File: src/rtl/neorv32_wb_bus_arbiter.sv
`default_nettype none
// ============================================================================
//  Module   : neorv32_wb_bus_arbiter
//  Purpose  : Shares one Wishbone classic master port between the CPU
//             instruction bus (read only) and data bus. Single-cycle CPU
//             strobes are captured into per-port pending slots. Requests are
//             granted round-robin, and one Wishbone cycle runs at a time.
//             Each cycle ends with an ack, or with an err on timeout, to the
//             originating CPU port.
//  Ports    : clk, rst_n                    - clock, async active-low reset
//             ibus_stb_i/addr_i             - ibus request (read only)
//             ibus_rdata_o/ack_o/err_o      - ibus completion
//             dbus_stb_i/rw_i/addr_i/
//             dbus_wdata_i/ben_i            - dbus request
//             dbus_rdata_o/ack_o/err_o      - dbus completion
//             core_cyc_o/stb_o/we_o/wstrb_o/
//             core_addr_o/data_o            - Wishbone request (registered)
//             core_data_i/ack_i             - Wishbone response
//  Revision : 1.0 - initial release
// ============================================================================
module neorv32_wb_bus_arbiter #(
    parameter int ADDR_WIDTH     = 32,
    parameter int DATA_WIDTH     = 32,
    parameter int TIMEOUT_CYCLES = 255
) (
    input  logic                      clk,
    input  logic                      rst_n,
    input  logic                      ibus_stb_i,
    input  logic [ADDR_WIDTH-1:0]     ibus_addr_i,
    output logic [DATA_WIDTH-1:0]     ibus_rdata_o,
    output logic                      ibus_ack_o,
    output logic                      ibus_err_o,
    input  logic                      dbus_stb_i,
    input  logic                      dbus_rw_i,
    input  logic [ADDR_WIDTH-1:0]     dbus_addr_i,
    input  logic [DATA_WIDTH-1:0]     dbus_wdata_i,
    input  logic [DATA_WIDTH/8-1:0]   dbus_ben_i,
    output logic [DATA_WIDTH-1:0]     dbus_rdata_o,
    output logic                      dbus_ack_o,
    output logic                      dbus_err_o,
    output logic                      core_cyc_o,
    output logic                      core_stb_o,
    output logic                      core_we_o,
    output logic [DATA_WIDTH/8-1:0]   core_wstrb_o,
    output logic [ADDR_WIDTH-1:0]     core_addr_o,
    output logic [DATA_WIDTH-1:0]     core_data_o,
    input  logic [DATA_WIDTH-1:0]     core_data_i,
    input  logic                      core_ack_i
);

    localparam logic [0:0] c_st_idle = 1'b0;
    localparam logic [0:0] c_st_bus  = 1'b1;

    // Counter just wide enough to hold TIMEOUT_CYCLES.
    localparam int c_cnt_w = (TIMEOUT_CYCLES > 0) ? $clog2(TIMEOUT_CYCLES + 1) : 1;
    localparam logic [c_cnt_w-1:0] c_cnt_max = c_cnt_w'(TIMEOUT_CYCLES);

    logic [0:0]              r_state;
    logic                    r_last_d;   // 1: last grant went to dbus
    logic                    r_gnt_d;    // 1: cycle in flight belongs to dbus
    logic [c_cnt_w-1:0]      r_cnt;

    logic                    r_pend_i;
    logic [ADDR_WIDTH-1:0]   r_pend_i_addr;
    logic                    r_pend_d;
    logic                    r_pend_d_rw;
    logic [ADDR_WIDTH-1:0]   r_pend_d_addr;
    logic [DATA_WIDTH-1:0]   r_pend_d_wdata;
    logic [DATA_WIDTH/8-1:0] r_pend_d_ben;

    logic                    w_idle;
    logic                    w_req_i;
    logic                    w_req_d;
    logic                    w_win_i;
    logic                    w_win_d;
    logic                    w_busy_i;
    logic                    w_busy_d;
    logic [c_cnt_w-1:0]      w_cnt_next;
    logic                    w_timeout;
    logic [ADDR_WIDTH-1:0]   w_i_addr;
    logic                    w_d_rw;
    logic [ADDR_WIDTH-1:0]   w_d_addr;
    logic [DATA_WIDTH-1:0]   w_d_wdata;
    logic [DATA_WIDTH/8-1:0] w_d_ben;

    assign w_idle   = (r_state == c_st_idle);
    // A live strobe counts as a request in the same edge it arrives.
    assign w_req_i  = r_pend_i | ibus_stb_i;
    assign w_req_d  = r_pend_d | dbus_stb_i;
    // On a tie the port that was not granted last time wins.
    assign w_win_d  = w_idle & w_req_d & (~w_req_i | ~r_last_d);
    assign w_win_i  = w_idle & w_req_i & ~w_win_d;
    assign w_busy_i = (r_state == c_st_bus) & ~r_gnt_d;
    assign w_busy_d = (r_state == c_st_bus) &  r_gnt_d;

    // A pending slot takes precedence over a live strobe.
    assign w_i_addr  = r_pend_i ? r_pend_i_addr  : ibus_addr_i;
    assign w_d_rw    = r_pend_d ? r_pend_d_rw    : dbus_rw_i;
    assign w_d_addr  = r_pend_d ? r_pend_d_addr  : dbus_addr_i;
    assign w_d_wdata = r_pend_d ? r_pend_d_wdata : dbus_wdata_i;
    assign w_d_ben   = r_pend_d ? r_pend_d_ben   : dbus_ben_i;

    assign w_cnt_next = r_cnt + c_cnt_w'(1);
    assign w_timeout  = (TIMEOUT_CYCLES != 0) && (w_cnt_next == c_cnt_max);

    always_ff @(posedge clk or negedge rst_n) begin
        if (!rst_n) begin
            r_state        <= c_st_idle;
            r_last_d       <= 1'b0;
            r_gnt_d        <= 1'b0;
            r_cnt          <= '0;
            r_pend_i       <= 1'b0;
            r_pend_i_addr  <= '0;
            r_pend_d       <= 1'b0;
            r_pend_d_rw    <= 1'b0;
            r_pend_d_addr  <= '0;
            r_pend_d_wdata <= '0;
            r_pend_d_ben   <= '0;
            ibus_rdata_o   <= '0;
            ibus_ack_o     <= 1'b0;
            ibus_err_o     <= 1'b0;
            dbus_rdata_o   <= '0;
            dbus_ack_o     <= 1'b0;
            dbus_err_o     <= 1'b0;
            core_cyc_o     <= 1'b0;
            core_stb_o     <= 1'b0;
            core_we_o      <= 1'b0;
            core_wstrb_o   <= '0;
            core_addr_o    <= '0;
            core_data_o    <= '0;
        end else begin
            // Completion outputs are single-cycle pulses.
            ibus_rdata_o <= '0;
            ibus_ack_o   <= 1'b0;
            ibus_err_o   <= 1'b0;
            dbus_rdata_o <= '0;
            dbus_ack_o   <= 1'b0;
            dbus_err_o   <= 1'b0;

            // Pending capture; a strobe granted in the same edge is not stored.
            if (w_win_i) begin
                r_pend_i <= 1'b0;
            end else if (ibus_stb_i && !r_pend_i && !w_busy_i) begin
                r_pend_i      <= 1'b1;
                r_pend_i_addr <= ibus_addr_i;
            end

            if (w_win_d) begin
                r_pend_d <= 1'b0;
            end else if (dbus_stb_i && !r_pend_d && !w_busy_d) begin
                r_pend_d       <= 1'b1;
                r_pend_d_rw    <= dbus_rw_i;
                r_pend_d_addr  <= dbus_addr_i;
                r_pend_d_wdata <= dbus_wdata_i;
                r_pend_d_ben   <= dbus_ben_i;
            end

            if (r_state == c_st_idle) begin
                if (w_win_i || w_win_d) begin
                    r_state    <= c_st_bus;
                    r_gnt_d    <= w_win_d;
                    r_last_d   <= w_win_d;
                    r_cnt      <= '0;
                    core_cyc_o <= 1'b1;
                    core_stb_o <= 1'b1;
                    if (w_win_d) begin
                        core_we_o    <= w_d_rw;
                        core_wstrb_o <= w_d_ben;
                        core_addr_o  <= w_d_addr;
                        core_data_o  <= w_d_wdata;
                    end else begin
                        core_we_o    <= 1'b0;
                        core_wstrb_o <= '1;
                        core_addr_o  <= w_i_addr;
                        core_data_o  <= '0;
                    end
                end
            end else begin
                if (core_ack_i || w_timeout) begin
                    r_state      <= c_st_idle;
                    core_cyc_o   <= 1'b0;
                    core_stb_o   <= 1'b0;
                    core_we_o    <= 1'b0;
                    core_wstrb_o <= '0;
                    core_addr_o  <= '0;
                    core_data_o  <= '0;
                    // An ack arriving in the timeout cycle still completes normally.
                    if (core_ack_i) begin
                        if (r_gnt_d) begin
                            dbus_ack_o   <= 1'b1;
                            dbus_rdata_o <= core_we_o ? '0 : core_data_i;
                        end else begin
                            ibus_ack_o   <= 1'b1;
                            ibus_rdata_o <= core_data_i;
                        end
                    end else begin
                        if (r_gnt_d) begin
                            dbus_err_o <= 1'b1;
                        end else begin
                            ibus_err_o <= 1'b1;
                        end
                    end
                end else begin
                    r_cnt <= w_cnt_next;
                end
            end
        end
    end

endmodule
`default_nettype wire

File: config.mk
export PLATFORM = sky130hd
export DESIGN_NAME = neorv32_wb_bus_arbiter
export DESIGN_NICKNAME = d
export VERILOG_FILES = /design/src/rtl/neorv32_wb_bus_arbiter.sv
export SDC_FILE = /design/constraint.sdc
export NUM_CORES = 1
export LEC_CHECK = 0
export ABC_AREA = 1
export CAP_MARGIN = 20
export CORE_AREA = 3 3 160 162
export DETAILED_ROUTE_END_ITERATION = 16
export DIE_AREA = 0 0 163 165
export GPL_ROUTABILITY_DRIVEN = 0
export HOLD_SLACK_MARGIN = 0.08
export PLACE_DENSITY = 0.82
export SETUP_SLACK_MARGIN = 0.15
export SYNTH_ARGS = -nofsm -noshare
export SYNTH_HDL_FRONTEND = slang
export SYNTH_SLANG_ARGS = --single-unit
File: constraint.sdc
create_clock -name clk -period 1.7 [get_ports clk]
set_clock_uncertainty 0.15 [all_clocks]
set_input_delay 0.17 -clock clk [delete_from_list [all_inputs] [get_ports clk]]
set_output_delay 0.17 -clock clk [all_outputs]
set_load 0.02 [all_outputs]
==> impl_metrics.json, run 1 <==
{
  "ys_types": 28,
  "row_count": 57,
  "start_util_pct": 44.9,
  "drt-total-wl_mm": 38.6,
  "hp-class": "input pin to flop",
  "clock-root-buffer": "clkbuf_16",
  "cp-start-kind": "flop",
  "cts_buffers": 26,
  "die_w_um": 163,
  "syn_area_per_cell_um2": 8.54,
  "synthesis.nets": 1413,
  "ant_nets": 0,
  "io_pins": 277,
  "worst_pin_slew_ns": 0.496,
  "clock_sinks": 251,
  "antenna_found_initial": 2,
  "synth_cells": 1273,
  "wl_per_cell_um": 19.5,
  "synth-seq-cells": 251,
  "critPathMaxFanout": 17,
  "yosysTopAreaCell": "dfrtp_1",
  "synth_area_leaders": "dfrtp_1 58%, nand2_1 12%, o21ai_0 6.3%",
  "final_hold_viol_count": 0,
  "irDropWorstVdd_v": 0.000970,
  "viasPerCell": 5.32,
  "path_class": "flop to flop",
  "violations": "setup timing",
  "ys.warnings.count": 0,
  "die_area_um2": 26900,
  "grt_pass1_vias": 9694,
  "io_buffers": 276,
  "cp.required_ns": 1.96,
  "syn_to_final_growth_pct": 57.3,
  "syn_area_um2": 10900,
  "grt_pass1_wl_mm": 51.9,
  "finalCritPeriodShare_pct": 122,
  "drv_cap": 0,
  "p_per_area_nw_per_um2": 1750,
  "outcome": "finished, violations left",
  "drive_above_1_share_pct": 17.8,
  "layout.nets": 1781,
  "cp-end-kind": "flop",
  "rsz0062_at_grt": "true",
  "clk_latency_ns": 0.53,
  "p_leak_nw": 10.0,
  "drt_iter0_markers": 1068,
  "slew_headroom_pct": 66.7,
  "fmaxAchievable_mhz": 482,
  "route.vias.total": 10600,
  "clock_tree.buffer_depth": 3,
  "fin_util_pct": 70.6,
  "first_pass_iters": 5,
  "final_cells": 1986,
  "place_hpwl_mm": 23.3,
  "overflow": 0,
  "die_y_um": 165,
  "fin_ws_ns": -0.376,
  "grt_usage_pct": 24.1,
  "htree_levels": 1,
  "core_um2": 24200,
  "setup_viol": 179,
  "grt_max_degree": 71,
  "synth_top_area_share_pct": 57.7,
  "placedCellCount": 1871,
  "drcViolationCount": 0,
  "clk_pin_slew_worst_paths_ns": 0.07,
  "cts_tree": "done",
  "fin_crit_ns": 2.08,
  "seq_area_frac_synth_pct": 57.7,
  "maxSlewViolCount": 0,
  "worstPathArrival_ns": 2.33
}
==> placed cells by master (no fill, tap or decap), drive strengths merged <==
cell type / count
a211oi: 42
a21oi: 10
a311oi: 11
buf: 106
bufinv: 4
clkbuf: 47
clkdlybuf4s15: 23
clkdlybuf4s50: 136
clkinv: 6
clkinvlp: 2
dfrtp: 251
diode: 2
dlygate4sd3: 39
dlymetal6s2s: 104
ha: 2
inv: 138
mux2: 14
nand2: 342
nand3: 86
nand4: 3
nor2: 138
nor3: 15
o21a: 1
o21ai: 139
o21bai: 1
==> per-stage QoR <==
step	total power, W	setup WS, ns	hold WS [ns]	cell area [um2]	TNS, ns
final	0.0300	-0.376	0.0806	17100	-32.04
after global routing	0.0315	-0.462	0.0901	17100	-44.12
after CTS	0.0276	-0.375	0.0817	15900	-40.93
after detailed placement	0.0215	-0.370	-0.0576	14600	-46.82
after global placement	0.0211	-0.341	-0.0617	14600	-40.25
after floorplan	0.0160	-0.0769	-0.276	11000	-5.44
==> what timing repair did <==
| action | 4_1_cts | 5_1_grt |
|---|---|---|
| endpoints found under the setup margin | 386 | 482 |
| setup buffers | 0 | 15 |
| gates resized for setup | 110 | 272 |
| hold endpoints to repair | 313 | 0 |
| hold buffers | 39 | 0 |
| gates cloned | 0 | 12 |
| pin swaps | 0 | 17 |
==> critical path, cell delays in order (launching register included) <==
cell	delay (ns)
dfrtp_1	0.42
ha_4	0.20
nand2_4	0.06
inv_2	0.04
nor2_2	0.12
nand3_2	0.09
nor2_4	0.16
nand3_4	0.10
nand2_4	0.10
nand2_8	0.10
buf_6	0.22
nand3_1	0.11
nand2_1	0.07
==> report_power, final <==
part	leakage (nW)	internal, W	total, W	switching (W)
Clock	0.453	0.00372	0.00616	0.00244
Sequential	3.26	0.00816	0.00961	0.00146
Combinational	6.29	0.00611	0.0142	0.00809
==> registers in the layout, indices dropped and copies added (netlist names), 4 cells and up <==
name / cells
r_pend_i_addr: 32
core_wstrb_o: 4
ibus_rdata_o: 32
core_addr_o: 32
r_pend_d_ben: 4
r_pend_d_addr: 32
dbus_rdata_o: 32
r_cnt: 8
core_data_o: 32
r_pend_d_wdata: 32
==> synthesized netlist by cell type, drive strengths merged <==
cell    number
a211oi      42
a21oi       10
a311oi      11
buf         30
clkbuf      50
clkinv       1
dfrtp      251
ha           2
inv        137
mux2        14
nand2      342
nand3       86
nand4        3
nor2       138
nor3        15
o21a         1
o21ai      139
o21bai       1
==> worst paths after layout <==
kind | from | endpoint | slack [ns] | depth (start not counted)
worst max-delay path | r_cnt[1] | core_data_o[8] | -0.38 | 12
worst min-delay path | dbus_addr_i[27] | r_pend_d_addr[27] | 0.08 | 3
worst max register to register | r_cnt[1] | core_data_o[8] | -0.38 | 12
worst min register to register | r_pend_d_wdata[18] | r_pend_d_wdata[18] | 0.33 | 2
max in group asynchronous | rst_n | ibus_rdata_o[21] | 0.27 | 4
min in group asynchronous | rst_n | r_pend_d_addr[20] | 0.51 | 3
==> kinds of logic (layout without fill, tap and decap cells) <==
group	count (synthesis)	count (layout)	share of synthesized area, %
compound gates	204	204	10.8
buf+inv	218	605	7.99
other cells	0	2	0
flops	251	251	57.7
simple gates	584	584	21.8
mux	14	14	1.45
fa+ha+maj	2	2	0.230
==> cell type report <==
type                            count  area, um2
Clock buffer                       35        756
Clock inverter                     12        169
Inverter                          138        523
Timing Repair Buffer              420       4760
Sequential cell                   251       6290
Antenna cell                        2       5.00
Fill cell                        1608       7140
Multi-Input combinational cell    804       4210
Tap cell                          324        405
==> routing by layer <==
metal	wire length, um	global-route usage, %	vias to the layer above
li1	-	-	4785
met1	15400	33.0	5061
met2	18500	38.7	587
met3	3170	4.97	121
met4	1550	7.92	2
met5	9	0	-
Note: power is estimated with default switching activity, not from simulation.
==> run 2: changes to the inputs <==
--- a/config.mk
+++ b/config.mk
@@ -7,10 +7,9 @@
 export LEC_CHECK = 0
 export ABC_AREA = 1
 export CAP_MARGIN = 20
-export CORE_AREA = 3 3 160 162
+export CORE_AREA = 2 2 159 161
 export DETAILED_ROUTE_END_ITERATION = 16
-export DIE_AREA = 0 0 163 165
-export GPL_ROUTABILITY_DRIVEN = 0
+export DIE_AREA = 0 0 161 163
 export HOLD_SLACK_MARGIN = 0.08
 export PLACE_DENSITY = 0.82
 export SETUP_SLACK_MARGIN = 0.15
==> run 2 against run 1 <==
The run still ends with setup timing left. Power rose by 5.5%. Count of clock-buffer cells in the layout up 5. Maximum frequency decreased by 4.9%. Routed wire length is 4.7% higher. Die area down 2.4%. Largest cell class unchanged. Largest power group unchanged.
==> impl_metrics.json, run 2 (synthesis results as in run 1) <==
{
  "path_class": "flop to flop",
  "clk_latency_ns": 0.54,
  "irDropWorstVdd_v": 0.00112,
  "worst_pin_slew_ns": 0.474,
  "drive_above_1_share_pct": 24.6,
  "row_count": 58,
  "p_leak_nw": 8.92,
  "viasPerCell": 5.48,
  "slowest_stage": "dfrtp_1",
  "clock_sinks": 251,
  "die_area_um2": 26200,
  "grt_pass1_wl_mm": 53.4,
  "cp.required_ns": 1.95,
  "core_um2": 24700,
  "drt-total-wl_mm": 40.4,
  "drv_cap": 0,
  "die_y_um": 163,
  "total_power_w": 0.0316,
  "final_hold_viol_count": 0,
  "worstPathArrival_ns": 2.44,
  "cts_tree": "done",
  "layout_common_cells": "256 x nand2_1, 244 x dfrtp_1, 136 x clkdlybuf4s50_1",
  "drcViolationCount": 0,
  "p_per_area_nw_per_um2": 1790,
  "gp_congestion": 0.902,
  "drt_iter0_markers": 1254,
  "cp_slowest_stage_delay_ns": 0.40,
  "clock-root-buffer": "clkbuf_16",
  "route.vias.total": 11200,
  "grt_max_degree": 66,
  "place_hpwl_mm": 22.8,
  "fin_ws_ns": -0.483,
  "die_w_um": 161,
  "crit_chain": "ha_4, nand3_4, o21bai_1, nand2_1, nor2_2, nand3_2, nand2_4, nand2_8, buf_12, nand3_1, nand2_1",
  "hp-start": "dbus_addr_i[11]",
  "antenna_found_initial": 3,
  "setup_tns_ns": -45.47,
  "post-place-ws_ns": -0.352,
  "syn_to_final_growth_pct": 62.8,
  "first_pass_iters": 8,
  "clk_pin_slew_worst_paths_ns": 0.06,
  "slew_headroom_pct": 68.2,
  "wl_per_cell_um": 19.8,
  "finalCritPeriodShare_pct": 128,
  "critPathMaxFanout": 25,
  "cp-end-kind": "flop",
  "htree_levels": 1,
  "io_buffers": 276,
  "outcome": "finished, violations left",
  "rsz0062_at_grt": "true",
  "fin_crit_ns": 2.18,
  "setup_viol": 176,
  "io_pins": 277,
  "grt_pass1_vias": 10000,
  "final_common_cell": "nand2_1",
  "crit_start": "r_cnt[1]",
  "r2r_start": "r_cnt[1]",
  "maxSlewViolCount": 0,
  "overflow": 0,
  "ant_nets": 0,
  "fmaxAchievable_mhz": 458,
  "start_util_pct": 44.1,
  "cp-start-kind": "flop",
  "clock_tree.buffer_depth": 3,
  "layout.nets": 1825,
  "violations": "setup timing",
  "cts_buffers": 26,
  "crit_top_cell": "nand2_1",
  "grt_usage_pct": 25.5,
  "hp-class": "input pin to flop"
}
## run 2: critical path: cells and delay by family, from the launching register on
kind / cells / cell delay (ns)
adders and majority gates: 1 / 0.19
AOI/OAI and AO/OA: 1 / 0.16
DFF: 1 / 0.40
and+or+nand+nor: 8 / 0.93
buffers and inverters: 1 / 0.19
## run 2: area by class of cell
class                           count  area (um2)
Antenna cell                        4        10.0
Timing Repair Buffer              459        4940
Clock inverter                      8        90.1
Sequential cell                   251        6290
Tap cell                          330         413
Inverter                          138         523
Multi-Input combinational cell    809        4620
Clock buffer                       40         815
Fill cell                        1589        6970
## run 2: metrics by stage
step | area [um2] | utilization [%] | instances | hold WS (ns)
after global placement | 14600 | 59.2 | 1877 | -0.0220
after floorplan | 11000 | - | 1273 | -0.276
after CTS | 16400 | 66.3 | 1988 | 0.0814
final | 17700 | 71.7 | 2039 | 0.0735
after detailed placement | 14600 | 59.2 | 1877 | -0.0195
after global routing | 17700 | 71.7 | 2038 | 0.0827
## run 2: path summary, 6_finish.rpt
path	endpoint	slack, ns	depth (start not counted)
worst max-delay path	core_data_o[22]	-0.48	11
worst min-delay path	r_pend_d_addr[11]	0.07	3
worst max register to register	core_data_o[22]	-0.48	11
worst min register to register	r_pend_d_addr[24]	0.34	2
max in group asynchronous	ibus_rdata_o[14]	0.22	4
min in group asynchronous	r_pend_d_addr[30]	0.54	3
## run 2: power by group
group          internal (W)  switching [W]  total, W  leakage [nW]
Combinational       0.00679        0.00894    0.0157          5.21
Sequential          0.00816        0.00171   0.00987          3.26
Clock               0.00359        0.00244   0.00603         0.454
## run 2: layer usage
metal / vias up / part of all wire [%] / GRT usage [%]
met2: 712 / 48 / 42.3
met1: 5373 / 38 / 34.3
li1: 4891 / - / -
met3: 195 / 7.8 / 3.72
met5: - / 0 / 0
met4: 0 / 5.8 / 9.38
## run 2: what timing repair did
item,4_1_cts,5_1_grt
buffers inserted,15,21
hold buffers,43,5
endpoints found under the hold margin,316,5
gates cloned,5,21
gates resized for setup,336,252
setup endpoints to repair,357,332
pin swaps,7,25
==> run 3: changes to the inputs <==
--- a/config.mk
+++ b/config.mk
@@ -8,10 +8,12 @@
 export ABC_AREA = 1
 export CAP_MARGIN = 20
 export CORE_AREA = 2 2 159 161
+export CTS_CLUSTER_SIZE = 16
 export DETAILED_ROUTE_END_ITERATION = 16
 export DIE_AREA = 0 0 161 163
+export DONT_BUFFER_PORTS = 1
 export HOLD_SLACK_MARGIN = 0.08
-export PLACE_DENSITY = 0.82
+export PLACE_DENSITY = 0.67
 export SETUP_SLACK_MARGIN = 0.15
 export SYNTH_ARGS = -nofsm -noshare
 export SYNTH_HDL_FRONTEND = slang
==> run 3 against run 2 <==
The flow finishes with violations (hold timing, setup timing). First-iteration DRC count fell by 15%. Via count fell by 7.9%. Power rose by 3.9%. Routed wire length fell by 6.7%. Largest power group unchanged.
==> impl_metrics.json, run 3 (synthesis results as in run 1) <==
{
  "outcome": "finished, violations left",
  "violations": "hold timing, setup timing",
  "slew_headroom_pct": 61.0,
  "gp_congestion": 0.852,
  "ant_nets": 0,
  "fin_ws_ns": -0.393,
  "grt_pass1_vias": 9894,
  "hp-class": "input pin to asynchronous set/reset pin",
  "clk_latency_ns": 0.55,
  "fmaxAchievable_mhz": 478,
  "placedCellCount": 1613,
  "setup_viol": 182,
  "drt-total-wl_mm": 37.7,
  "drcViolationCount": 0,
  "route.vias.total": 10300,
  "overflow": 0,
  "cts_buffers": 28,
  "final_common_cell": "dfrtp_1",
  "io_pins": 277,
  "rsz0062_at_grt": "true",
  "die_area_um2": 26200,
  "path_class": "flop to flop",
  "wl_per_cell_um": 20.0,
  "htree_levels": 1,
  "core_um2": 24700,
  "grt_util_met3_pct": 6.47,
  "drive_above_1_share_pct": 29.9,
  "first_pass_iters": 7,
  "viasPerCell": 5.46,
  "combPwrFrac_pct": 46.9,
  "layout_common_cells": "248 x dfrtp_1, 214 x nand2_1, 136 x dlygate4sd3_1",
  "row_count": 58,
  "fin_crit_ns": 2.09,
  "p_int_w": 0.0194,
  "io_buffers": 0,
  "die_w_um": 161,
  "pwr-share-clk_pct": 18.7,
  "start_util_pct": 44.1,
  "drv_cap": 0,
  "clock-root-buffer": "clkbuf_16",
  "die_y_um": 163,
  "r2r_start": "r_cnt[0]",
  "worst_pin_slew_ns": 0.582,
  "syn_to_final_growth_pct": 56.1,
  "finalCritPeriodShare_pct": 123,
  "seqPwrFrac_pct": 34.4,
  "final_cells": 1883,
  "reg2reg_depth": 11,
  "cp-start-kind": "flop",
  "place_hpwl_mm": 20.0,
  "nFillCells": 1634,
  "multi_input_area_um2": 4970,
  "p_sw_w": 0.0134,
  "post-place-ws_ns": -0.274,
  "maxSlewViolCount": 0,
  "setup_tns_ns": -42.30,
  "layout.nets": 1670,
  "swShare_pct": 40.8,
  "grt_usage_pct": 26.2,
  "final_hold_viol_count": 251,
  "clock_sinks": 251,
  "cp-end-kind": "flop",
  "cp.required_ns": 1.98,
  "critPathMaxFanout": 42,
  "worstPathArrival_ns": 2.37,
  "hold_slack_ns": -0.830,
  "clk_pin_slew_worst_paths_ns": 0.06,
  "irDropWorstVdd_v": 0.00132,
  "p_leak_nw": 8.46,
  "grt_max_degree": 252,
  "clock_tree.buffer_depth": 3,
  "cts_tree": "done",
  "register_area_um2": 6290,
  "grt_use_met1_pct": 34.4,
  "grt-busiest-layer": "met2",
  "p_per_area_nw_per_um2": 1940,
  "drt_iter0_markers": 1060,
  "gr-usage-met2_pct": 43.2,
  "grt_pass1_wl_mm": 54.8,
  "antenna_found_initial": 3,
  "crit_start": "r_cnt[0]"
}
## run 3: cell count changes in the layout (fill, tap and decap cells not counted), moves of 16 or more
cell,delta
nand2_4,+34
o21ai_2,+31
nand2_1,-42
clkdlybuf4s15_1,-32
buf_12,+16
clkdlybuf4s50_1,-136
o21ai_0,-27
clkdlybuf4s15_2,-43
dlygate4sd3_1,+88
dlygate4sd2_1,-57
buf_16,+19
## run 3: power groups by stage
stage	registers (W)	logic, W	clock network (W)
global route	0.0115	0.0164	0.00646
detailed placement	0.0108	0.00868	0
global placement	0.0107	0.00849	0
CTS	0.0109	0.0130	0.00620
finish	0.0113	0.0154	0.00615
floorplan	0.0103	0.00569	0
## run 3: repair_timing
action	4_1_cts	5_1_grt
endpoints found under the setup margin	243	248
pin swaps	10	24
hold endpoints to repair	501	263
buffers inserted	36	12
hold buffers	135	1
cloned	29	4
gates resized for setup	291	194
## run 3: final timing paths
path                                      end  slack (ns)
hold reg to reg            r_pend_d_wdata[13]        0.34
min in group clk              core_addr_o[30]        0.04
setup reg to reg              core_data_o[16]       -0.39
setup / recovery              core_data_o[16]       -0.39
hold / removal               dbus_rdata_o[14]       -0.83
max in group asynchronous  r_pend_d_wdata[23]        1.78
## run 3: layer usage
metal	wire, um	vias up
li1	-	4613
met1	14500	4975
met2	18400	590
met3	3450	110
met4	1290	0
met5	0	-
## run 3: area by class of cell
cell class,count,area share [%]
diodes,3,0.0442
clock buffers,39,4.79
clock inverters,11,0.693
inverters,138,3.07
multi-input cells,808,29.3
flip-flops and latches,251,37.0
well taps,330,2.43
repair buffers,303,22.7
## run 3: worst max-delay path, cell delays in order (launching register included)
cell	delay (ns)
dfrtp_1	0.42
ha_4	0.19
nand3_2	0.08
o21bai_1	0.18
nand2_1	0.14
nor2_4	0.15
nand3_4	0.10
nand2_4	0.09
nand2_8	0.09
buf_12	0.18
nand3_1	0.11
nand2_1	0.07
## run 3: metrics by stage
step	total power (W)	cell area, um2	util (%)
floorplan	0.0160	11000	-
global route	0.0343	17000	68.8
finish	0.0329	17000	68.8
global placement	0.0192	11900	48.3
CTS	0.0301	16000	64.9
detailed placement	0.0195	11900	48.3
